$ cat src/rtl/guess_sequencer.sv
// Guess-entry / history-browse sequencer for the four-LED RGB display path.
// Turns button pulses into cursor, colour, submit and history actions; every output is a flop.

module guess_lane #(
  parameter int NUM_COLORS = 6
) (
  input  logic [2:0] cur_i,
  output logic [2:0] nxt_o
);
  // Colour codes cycle 1..NUM_COLORS; code 0 (off) is never produced.
  assign nxt_o = (cur_i >= 3'(NUM_COLORS)) ? 3'd1 : cur_i + 3'd1;
endmodule

module guess_sequencer #(
  parameter int NUM_COLORS  = 6,
  parameter int MAX_GUESSES = 8
) (
  input  logic        clk,
  input  logic        rst,
  input  logic        btn_left,
  input  logic        btn_right,
  input  logic        btn_color,
  input  logic        btn_submit,
  input  logic        btn_hist,
  input  logic        game_won,
  output logic        blink_enable,
  output logic [1:0]  blink_led,
  output logic [2:0]  guess_rgb0,
  output logic [2:0]  guess_rgb1,
  output logic [2:0]  guess_rgb2,
  output logic [2:0]  guess_rgb3,
  output logic [2:0]  history_rgb0,
  output logic [2:0]  history_rgb1,
  output logic [2:0]  history_rgb2,
  output logic [2:0]  history_rgb3,
  output logic        show_history,
  output logic [3:0]  guess_count,
  output logic [3:0]  hist_idx,
  output logic        guess_valid,
  output logic [11:0] guess_word,
  output logic        game_over
);
  localparam int         NUM_LANES = 4;
  localparam logic [3:0] MAXG      = 4'(MAX_GUESSES);

  typedef enum logic [1:0] {S_EDIT, S_HIST, S_DONE} state_e;
  typedef enum logic [2:0] {A_NONE, A_WON, A_SUB, A_HST, A_COL, A_RIGHT, A_LEFT} act_e;

  state_e                          state_q, state_d;
  act_e                            act;
  logic [1:0]                      cur_q, cur_d;
  logic [NUM_LANES-1:0][2:0]       guess_q, guess_d, col_inc;
  logic [NUM_LANES-1:0][2:0]       hrgb_q, hrgb_d;
  logic [3:0]                      cnt_q, cnt_d, hidx_q, hidx_d;
  logic                            vld_q, vld_d;
  logic [11:0]                     word_q, word_d;
  logic                            be_q, sh_q, go_q;
  logic                            wr_en;
  logic [11:0]                     rd_word;
  logic [11:0]                     mem_q [16];

  for (genvar i = 0; i < NUM_LANES; i++) begin : g_lane
    guess_lane #(.NUM_COLORS(NUM_COLORS)) u_lane (
      .cur_i(guess_q[i]),
      .nxt_o(col_inc[i])
    );
  end

  // One action per cycle: the highest-priority pulse wins, even if the state ignores it.
  always_comb begin
    act = A_NONE;
    if      (game_won)   act = A_WON;
    else if (btn_submit) act = A_SUB;
    else if (btn_hist)   act = A_HST;
    else if (btn_color)  act = A_COL;
    else if (btn_right)  act = A_RIGHT;
    else if (btn_left)   act = A_LEFT;
  end

  always_comb begin
    state_d = state_q;
    cur_d   = cur_q;
    guess_d = guess_q;
    cnt_d   = cnt_q;
    hidx_d  = hidx_q;
    vld_d   = 1'b0;
    word_d  = word_q;
    wr_en   = 1'b0;
    case (state_q)
      S_EDIT: begin
        case (act)
          A_WON: begin
            state_d = S_DONE;
            hidx_d  = (cnt_q == 4'd0) ? 4'd0 : cnt_q - 4'd1;
          end
          A_SUB: begin
            wr_en  = 1'b1;
            vld_d  = 1'b1;
            word_d = guess_q;
            cnt_d  = cnt_q + 4'd1;
            cur_d  = 2'd0;
            if (cnt_q + 4'd1 == MAXG) begin
              state_d = S_DONE;
              hidx_d  = cnt_q;
            end
          end
          A_HST: begin
            if (cnt_q != 4'd0) begin
              state_d = S_HIST;
              hidx_d  = cnt_q - 4'd1;
            end
          end
          A_COL:   guess_d[cur_q] = col_inc[cur_q];
          A_RIGHT: cur_d = cur_q + 2'd1;
          A_LEFT:  cur_d = cur_q - 2'd1;
          default: ;
        endcase
      end
      S_HIST, S_DONE: begin
        case (act)
          A_WON: begin
            if (state_q == S_HIST) begin
              state_d = S_DONE;
              hidx_d  = cnt_q - 4'd1;
            end
          end
          A_HST:   if (state_q == S_HIST) state_d = S_EDIT;
          A_RIGHT: if (hidx_q + 4'd1 < cnt_q) hidx_d = hidx_q + 4'd1;
          A_LEFT:  if (hidx_q != 4'd0) hidx_d = hidx_q - 4'd1;
          default: ;
        endcase
      end
      default: state_d = S_EDIT;
    endcase

    // Bypass the entry being written so DONE-on-last-submit shows it immediately.
    rd_word = (wr_en && cnt_q == hidx_d) ? guess_q : mem_q[hidx_d];
    hrgb_d  = (state_d != S_EDIT && hidx_d < cnt_d) ? rd_word : '0;
  end

  always_ff @(posedge clk) begin
    if (rst) begin
      state_q <= S_EDIT;
      cur_q   <= 2'd0;
      guess_q <= {NUM_LANES{3'd1}};
      cnt_q   <= 4'd0;
      hidx_q  <= 4'd0;
      vld_q   <= 1'b0;
      word_q  <= 12'd0;
      hrgb_q  <= '0;
      be_q    <= 1'b1;
      sh_q    <= 1'b0;
      go_q    <= 1'b0;
    end else begin
      state_q <= state_d;
      cur_q   <= cur_d;
      guess_q <= guess_d;
      cnt_q   <= cnt_d;
      hidx_q  <= hidx_d;
      vld_q   <= vld_d;
      word_q  <= word_d;
      hrgb_q  <= hrgb_d;
      be_q    <= (state_d == S_EDIT);
      sh_q    <= (state_d != S_EDIT);
      go_q    <= (state_d == S_DONE);
    end
  end

  always_ff @(posedge clk) begin
    if (wr_en && !rst) mem_q[cnt_q] <= guess_q;
  end

  assign blink_enable = be_q;
  assign blink_led    = cur_q;
  assign guess_rgb0   = guess_q[0];
  assign guess_rgb1   = guess_q[1];
  assign guess_rgb2   = guess_q[2];
  assign guess_rgb3   = guess_q[3];
  assign history_rgb0 = hrgb_q[0];
  assign history_rgb1 = hrgb_q[1];
  assign history_rgb2 = hrgb_q[2];
  assign history_rgb3 = hrgb_q[3];
  assign show_history = sh_q;
  assign guess_count  = cnt_q;
  assign hist_idx     = hidx_q;
  assign guess_valid  = vld_q;
  assign guess_word   = word_q;
  assign game_over    = go_q;
endmodule

$ cat config.mk
export PLATFORM = sky130hd
export DESIGN_NAME = guess_sequencer
export DESIGN_NICKNAME = d
export VERILOG_FILES = /design/src/rtl/guess_sequencer.sv
export SDC_FILE = /design/constraint.sdc
export NUM_CORES = 1
export LEC_CHECK = 0
export CAP_MARGIN = 10
export CORE_AREA = 2 2 161 203
export CTS_CLUSTER_DIAMETER = 30
export DETAILED_ROUTE_END_ITERATION = 8
export DIE_AREA = 0 0 163 205
export HOLD_SLACK_MARGIN = 0.06
export SLEW_MARGIN = 20
export SYNTH_ARGS = -nofsm -noshare
export SYNTH_HDL_FRONTEND = slang
export SYNTH_SLANG_ARGS = --single-unit
$ cat constraint.sdc
create_clock -name clk -period 4.6 [get_ports clk]
set_input_delay 0.92 -clock clk [delete_from_list [all_inputs] [get_ports clk]]
set_output_delay 0.92 -clock clk [all_outputs]
set_load 0.1 [all_outputs]
Yosys cells after proc, flatten, opt, wreduce, memory -nomap -nowiden
Memory sizes are Yosys's and may differ from the RTL's. A register that Yosys moved wholly into a read port is not among the register bits.
Index checks and enable logic that the tools add are counted.
{"block": "op_classes", "n_addsub": 10, "n_mul": 0, "n_lt_le_gt_ge": 8, "muxes": 38, "div": 0, "n_eq_ne": 10, "n_bitwise": 1, "reduce_logical": 16, "shift": 0}
{"cell": "3-bit 2-to-1 mux", "count": 12}
{"cell": "4-bit 2-to-1 mux", "count": 8}
{"cell": "4-bit case mux with 3 select lines", "count": 2}
{"cell": "3-bit by 1-bit adder with 3-bit output (second input constant)", "count": 4}
{"cell": "12-bit bitwise mux", "count": 1}
{"cell": "3-bit greater-or-equal comparator (second input constant)", "count": 4}
{"cell": "2-bit case mux with 3 select lines", "count": 2}
{"cell": "3-bit == test (second input constant)", "count": 3}
{"cell": "4-bit by 1-bit adder with 4-bit output (second input constant)", "count": 2}
{"cell": "4-bit < comparator", "count": 2}
{"cell": "2-bit 2-to-1 mux", "count": 4}
{"cell": "2-bit case mux with 2 select lines", "count": 2}
{"cell": "4-bit case mux with 2 select lines", "count": 1}
{"cell": "4-bit nonzero test", "count": 2}
{"cell": "4-bit by 1-bit subtractor with 4-bit output (second input constant)", "count": 2}
{"cell": "3-bit binary-select mux with 2-bit select", "count": 1}
{"cell": "3-bit demux with 2-bit select", "count": 1}
{"cell": "3-bit by 2-bit == test with 1-bit output (second input constant)", "count": 2}
{"cell": "2-bit AND reduction", "count": 3}
{"cell": "2-bit == test (second input constant)", "count": 2}
{"cell": "4-bit == test (second input constant)", "count": 1}
{"cell": "2-bit logical NOT", "count": 2}
{"cell": "4-bit logical NOT", "count": 1}
{"cell": "1-bit 2-to-1 mux", "count": 4}
{"cell": "other kinds (12)", "count": 15}
{"block": "word_totals", "reg_bits": 40, "wordCells": 97, "mem_bits_rw": 192, "input_bits": 8, "n_memories": 1, "latch_bits": 0, "mem_bits_ro": 0, "out_inout_bits": 50}
{"memory": "mem_q", "words": 16, "word_bits": 12, "read_ports": 1, "rd_ports_with_merged_regs": 1, "write_ports": 1, "line": "60", "rtl": "logic [11:0] mem_q [16];"}

Depth between registers and ports, before layout
Gate-level depths: netlist (run 1).
{"block": "depth", "ltp_word": 13, "depth_mapped": 17, "mapped_depth_nobuf": 13}

Cells and area by module
From an unflattened synthesis (run 1), not the netlist that was laid out.
{"block": "unflattened", "cells_unflattened": 956, "hier_area_um2": 11272.1}
{"module": "guess_sequencer", "area_per_inst_um2": 11031.8, "seq_area_each_um2": 6806.5, "instances": 1, "cells_each": 924}
{"module": "guess_lane", "area_per_inst_um2": 60.1, "seq_area_each_um2": 0.0, "instances": 4, "cells_each": 8}

Worst setup path after synthesis (run 1)
OpenSTA, ideal clock, no wires.
{"block": "synth_timing", "path_type": "register -> register", "start": "register hidx_q[0] (netlist: hist_idx[0])", "end": "register hrgb_q, in the netlist history_rgb3[1]", "arrival_time_ns": 4.359, "synth_period_minus_slack_ns": 4.430, "slack_ns": 0.170, "path_stages_with_launch": 16, "required_ns": 4.529, "cell_sequence": "dfxtp_1 > buf_2 > inv_1 > ha_1 > ha_1 > or3_1 > o22ai_1 > mux2_2 > a2111oi_4 > nor2_1 > xnor2_1 > nor4b_4 > buf_4 > buf_4 > nand2_1 > a21oi_1"}
{"block": "synth_between", "elab_chain_cells": 9, "word_cells_on_any_way": 16, "classes_between": "add/sub (2); order compare (2); mux (8); bitwise (1); reduce/logical (3)"}
{"item": "start: declaration", "line": "54", "rtl": "logic [3:0] cnt_q, cnt_d, hidx_q, hidx_d;"}
{"item": "start signal: assignment", "line": "159", "rtl": "hidx_q <= hidx_d;"}
{"item": "4-bit by 1-bit adder with 4-bit output", "line": "128", "rtl": "A_RIGHT: if (hidx_q + 4'd1 < cnt_q) hidx_d = hidx_q + 4'd1;"}
{"item": "4-bit < comparator", "line": "128"}
{"item": "4-bit 2-to-1 mux", "line": "128"}
{"item": "4-bit case mux with 3 select lines *", "line": "120", "rtl": "case (act)"}
{"item": "4-bit case mux with 2 select lines *", "line": "89", "rtl": "case (state_q)"}
{"item": "via hidx_d[1]", "line": "54"}
{"item": "4-bit < comparator", "line": "138", "rtl": "hrgb_d = (state_d != S_EDIT && hidx_d < cnt_d) ? rd_word : '0;"}
{"item": "1-bit logical AND", "line": "138"}
{"item": "1-bit inverter (no source line)"}
{"item": "2-bit OR reduction (no source line)"}
{"item": "end signal: assignment", "line": "162", "rtl": "hrgb_q <= hrgb_d;"}
{"item": "end: declaration", "line": "53", "rtl": "logic [NUM_LANES-1:0][2:0] hrgb_q, hrgb_d;"}
Mark *: on every way through the listed nets, which the timed path passes. The rest lies on a longest branch.
A chain may end at the register's enable or synchronous reset.

Worst setup path after layout (run 1)
{"block": "layout_timing", "start": "register hidx_q[0] (netlist: hist_idx[0])", "end": "register hrgb_q, in the netlist history_rgb3[1]"}
{"block": "layout_between", "elab_chain_cells": 9, "word_cells_on_any_way": 16, "classes_between": "add/sub (2); order compare (2); mux (8); bitwise (1); reduce/logical (3)"}
{"item": "4-bit by 1-bit adder with 4-bit output", "line": "128"}
{"item": "4-bit < comparator", "line": "128"}
{"item": "4-bit 2-to-1 mux", "line": "128"}
{"item": "4-bit case mux with 3 select lines", "line": "120"}
{"item": "4-bit case mux with 2 select lines *", "line": "89"}
{"item": "4-bit < comparator", "line": "138"}
{"item": "1-bit logical AND", "line": "138"}
{"item": "1-bit inverter (no source line)"}
{"item": "2-bit OR reduction (no source line)"}
Mark *: on every way between the ends. The rest lies on a longest branch, timed or not.

==> results of run 1 <==
-- layout make-up --
class	count	area (um^2)	share of cell area
clock buffers	54	1255	0.09039
clock inverters	35	401.6	0.02893
inverters	16	60.06	0.004326
multi-input cells	526	3795	0.2733
flip-flops and latches	244	6808	0.4904
well taps	412	515.5	0.03713
repair buffers	114	1049	0.07552
-- per-stage QoR --
step / worst slack [ns] / instance area, um^2 / power (W)
global route: 0.1009 / 13880 / 0.006906
global placement: 0.1200 / 12220 / 0.003233
CTS: 0.1946 / 13880 / 0.006737
floorplan: 0.1705 / 10890 / 0.003019
finish: 0.2782 / 13880 / 0.006689
detailed placement: 0.09366 / 12220 / 0.003232
-- where the power goes --
group / internal [W] / total [W] / switching (W)
clock: 0.00233 / 0.00350 / 0.00117
combinational: 0.000271 / 0.000786 / 0.000514
sequential: 0.00239 / 0.00241 / 0.0000210
-- cells in the mapped netlist (all sizes together) (14+ instances only) --
library cell and n:
a21oi 43, a22oi 24, ha 21, or3 15, o221ai 14, inv 16, mux2i 105, clkbuf 19
dfxtp 52, nor2 66, o21ai 18, buf 30, edfxtp 192, nand2 76
-- logic make-up after synthesis --
kind of cell / count (synthesis) / share of synthesized area
buffers and inverters: 65 / 0.03009
muxes: 108 / 0.1006
adders and majority gates: 21 / 0.02412
and+or+nand+nor: 215 / 0.09534
AOI/OAI and AO/OA: 173 / 0.1171
xor gates and xnor gates: 9 / 0.007926
DFF: 244 / 0.6249
-- sequential cells by signal, summed over array words and instances, names as in the netlist, 4 cells and up --
signal and cells:
hist_idx 4, mem_q 192, guess_word 12, guess_count 4
-- how the worst min path moves through the flow --
stage                        startpoint             to  slack [ns]  cells after the start
after floorplan              state_q[1]     state_q[1]        0.67                      4
after global placement    guess_word[7]  guess_word[7]        0.45                      2
after detailed placement  guess_word[1]  guess_word[1]        0.45                      2
after CTS                 guess_word[1]  guess_word[1]        0.45                      2
after global routing      guess_word[3]  guess_word[3]        0.48                      2
final                     guess_word[5]  guess_word[5]        0.45                      2
-- cells in the final DEF (no fill, tap or decap), drive strengths merged, types with 4 or more instances in the layout --
| cell type | synthesis | final |
|---|---|---|
| and3b | 5 | 5 |
| bufinv | 0 | 6 |
| o31ai | 4 | 4 |
| o2111ai | 4 | 4 |
| buf | 30 | 57 |
| a22oi | 24 | 24 |
| nor2 | 66 | 66 |
| a211oi | 5 | 5 |
| and2 | 8 | 8 |
| dfxtp | 52 | 52 |
| mux2i | 105 | 105 |
| clkbuf | 19 | 54 |
| xnor2 | 8 | 8 |
| ha | 21 | 21 |
| o221ai | 14 | 14 |
| a21oi | 43 | 43 |
| o211ai | 10 | 10 |
| clkinv | 0 | 15 |
| a221oi | 4 | 4 |
| nor3 | 10 | 10 |
| or3 | 15 | 15 |
| nand3 | 5 | 5 |
| edfxtp | 192 | 192 |
| o21a | 4 | 4 |
| inv | 16 | 27 |
| nor2b | 10 | 10 |
| o22ai | 13 | 13 |
| nand2 | 76 | 76 |
| clkdlybuf4s50 | 0 | 57 |
| o21ai | 18 | 18 |
-- routing by layer --
| layer | vias up | part of all wire | global-route usage |
|---|---|---|---|
| met5 | - | 0 | 0 |
| met1 | 3605 | 0.41 | 0.2140 |
| met4 | 0 | 0.041 | 0.07838 |
| met2 | 267 | 0.50 | 0.2907 |
| met3 | 72 | 0.055 | 0.03159 |
| li1 | 3432 | - | - |
-- repair_timing --
action,in CTS,in global routing
gates resized for setup,0,3
endpoints found under the hold margin,0,0
setup endpoints to repair,0,12
-- worst max-delay path, delay by kind of cell, from the launching register on --
kind                     cells  cell delay [ns]
adder cells (fa/ha/maj)      2             0.58
multiplexers                 1             0.09
buffers and inverters        3             0.69
AND/OR/NAND/NOR              3             0.74
flip-flops                   1             0.51
AO/OA/AOI/OAI                6             1.64
==> impl_table.tex, run 1 <==
\begin{tabular}{lr}
\hline
Metric & Value \\
\hline
\multicolumn{2}{l}{\textbf{Floorplanning}} \\
Number of placement rows & 73 \\
Initial standard-cell utilization of the core & 0.3457 \\
Vertical die dimension & 205 um \\
Die width & 163 um \\
Total Die Area & 33420 um\^{}2 \\
Number of placed I/O pins & 58 \\
Core region area & 31510 um\^{}2 \\
\multicolumn{2}{l}{\textbf{Clock tree}} \\
Count of clock tree sinks & 244 \\
Number of buffers on the longest clock path & 3 \\
Clk root buf & sky130\_fd\_sc\_hd\_\_clkbuf\_16 \\
Clock transition at the register clock pins on the worst setup and hold paths after CTS & 0.05 ns \\
Deepest level of the CTS H-tree & 2 \\
CTS Hold Bufs & 0 \\
Post-CTS Setup Repair Bufs & 0 \\
Clock tree from TritonCTS & built \\
Skew-Pair Late Insertion Delay & 0.54 ns \\
Number of buffers added by the clock tree synthesis step & 48 \\
\multicolumn{2}{l}{\textbf{Setup path}} \\
Worst setup path endpoint & history\_rgb3[1] \\
Worst flop-to-flop path startpoint & hist\_idx[0] \\
Slowest cell on the critical path & sky130\_fd\_sc\_hd\_\_dfxtp\_1 \\
Logic depth of the worst register-to-register path & 15 \\
Startpoint-to-endpoint class of the critical path & flop to flop \\
Maximum fanout along the worst path & 32 \\
Critical-path cell list & inv\_1, ha\_1, ha\_1, or3\_1, o22a\_1, o31ai\_1, a32oi\_1, a21oi\_4, buf\_12, buf\_4, mux2i\_1, a22oi\_1, nand2\_1, or3\_1, a21oi\_1 \\
Startpoint class of the critical path & flop \\
Reg-to-reg critical path endpoint & history\_rgb3[1] \\
Register-to-register setup slack & 0.28 ns \\
Data required time of the critical path & 5.08 ns \\
Type of destination of the critical path & flop \\
Arrival time at the worst endpoint & 4.80 ns \\
Launching instance or port of the critical path & hist\_idx[0] \\
Largest incremental delay on the critical path & 0.51 ns \\
\multicolumn{2}{l}{\textbf{Routing}} \\
Total wire length & 28.28 mm \\
DRT iter0 DRCs & 546 \\
First-pass detailed-route iteration total & 5 \\
DR WL/cell & 20.18 um \\
Number of nets still failing antenna checks after routing & 0 \\
Number of remaining DRC errors & 0 \\
Vias per Instance & 5.265 \\
Number of vias in the routed layout & 7376 \\
\multicolumn{2}{l}{\textbf{Timing}} \\
Peak clock frequency supported by timing & 231.4 MHz \\
Setup violation total in the final timing report & 0 \\
Portion of the clock cycle consumed by the worst path in the final layout & 0.9395 \\
Worst slew pin tran & 1.005 ns \\
Number of hold violations in the final report & 0 \\
Final-layout worst hold slack & 0.4520 ns \\
Largest clock skew in the final design & 0.02289 ns \\
Normalized max-slew margin & 0.3277 \\
Final min period & 4.322 ns \\
RSZ-0062 raised after global routing & false \\
Total count of max-transition violations in the final report & 0 \\
Accumulated negative setup slack & 0 ns \\
\multicolumn{2}{l}{\textbf{Finish}} \\
Layout overhead on the synthesized area & 27.45\% \\
Antenna fix cells & 0 \\
Fin nets & 979 \\
Fraction of final layout cells sized beyond drive strength 1 & 0.1648 \\
Filler cells & 2882 \\
Post-route insts no fill & 1401 \\
Util after Layout & 0.4406 \\
\multicolumn{2}{l}{\textbf{Pwr}} \\
Leak & 4.684 nW \\
Worst vdd ir & 0.0002547 V \\
Power density of the placed cells & 481.8 nW/um\^{}2 \\
\multicolumn{2}{l}{\textbf{Placed design}} \\
HPWL Detailed & 18.78 mm \\
Number of buffers added on ports & 57 \\
Final weighted congestion in routability-driven placement & 0.9275 \\
Total instance count after detailed placement & 1312 \\
\multicolumn{2}{l}{\textbf{Logic synthesis}} \\
Cell accounting for the most synthesized area & sky130\_fd\_sc\_hd\_\_edfxtp\_1 \\
Predominant post-synthesis flop cell & sky130\_fd\_sc\_hd\_\_edfxtp\_1 \\
Post-synth EDFFs & 192 \\
Area fraction of the dominant cell type after synthesis & 0.5293 \\
Gate count after technology mapping & 835 \\
Async SR Flop Fraction & 0 \\
Post-Synthesis Net Count & 864 \\
Netlist area before placement & 10890 um\^{}2 \\
Count of unique library cells instantiated by Yosys & 77 \\
Flop and latch count out of synthesis & 244 \\
Mean cell area of the mapped netlist & 13.05 um\^{}2 \\
Leading cell types by total area after synthesis & sky130\_fd\_sc\_hd\_\_edfxtp\_1 (53\%), sky130\_fd\_sc\_hd\_\_mux2i\_1 (9.6\%), sky130\_fd\_sc\_hd\_\_dfxtp\_1 (9.6\%) \\
Share of synthesized area occupied by flip-flops and latches & 0.6249 \\
Synth Warn \# & 0 \\
\multicolumn{2}{l}{\textbf{GRT}} \\
Total overflow reported by the global router & 0 \\
First-pass GRT wire length & 43.56 mm \\
Pin count of the biggest net entering global routing & 33 \\
Number of global-route vias before repair & 7413 \\
Global routing usage summed across all routing layers & 0.1721 \\
Antenna violations before repair & 0 \\
\multicolumn{2}{l}{\textbf{Job}} \\
Max-cap viol count & 0 \\
\multicolumn{2}{l}{\textbf{Run status}} \\
Result of the run & finished clean \\
\multicolumn{2}{l}{\textbf{Worst hold path}} \\
Path class of the lowest-slack min-delay path & flop to flop \\
\hline
\end{tabular}
(Power assumes the default switching activity.)
==> run 2, diff against run 1 <==
--- a/config.mk
+++ b/config.mk
@@ -5,6 +5,7 @@
 export SDC_FILE = /design/constraint.sdc
 export NUM_CORES = 1
 export LEC_CHECK = 0
+export ABC_CLOCK_PERIOD_IN_PS = 4600
 export CAP_MARGIN = 10
 export CORE_AREA = 2 2 161 203
 export CTS_CLUSTER_DIAMETER = 30
==> results of run 2 <==
Same layout as run 1: the final DEF is identical, and so are final timing and power.
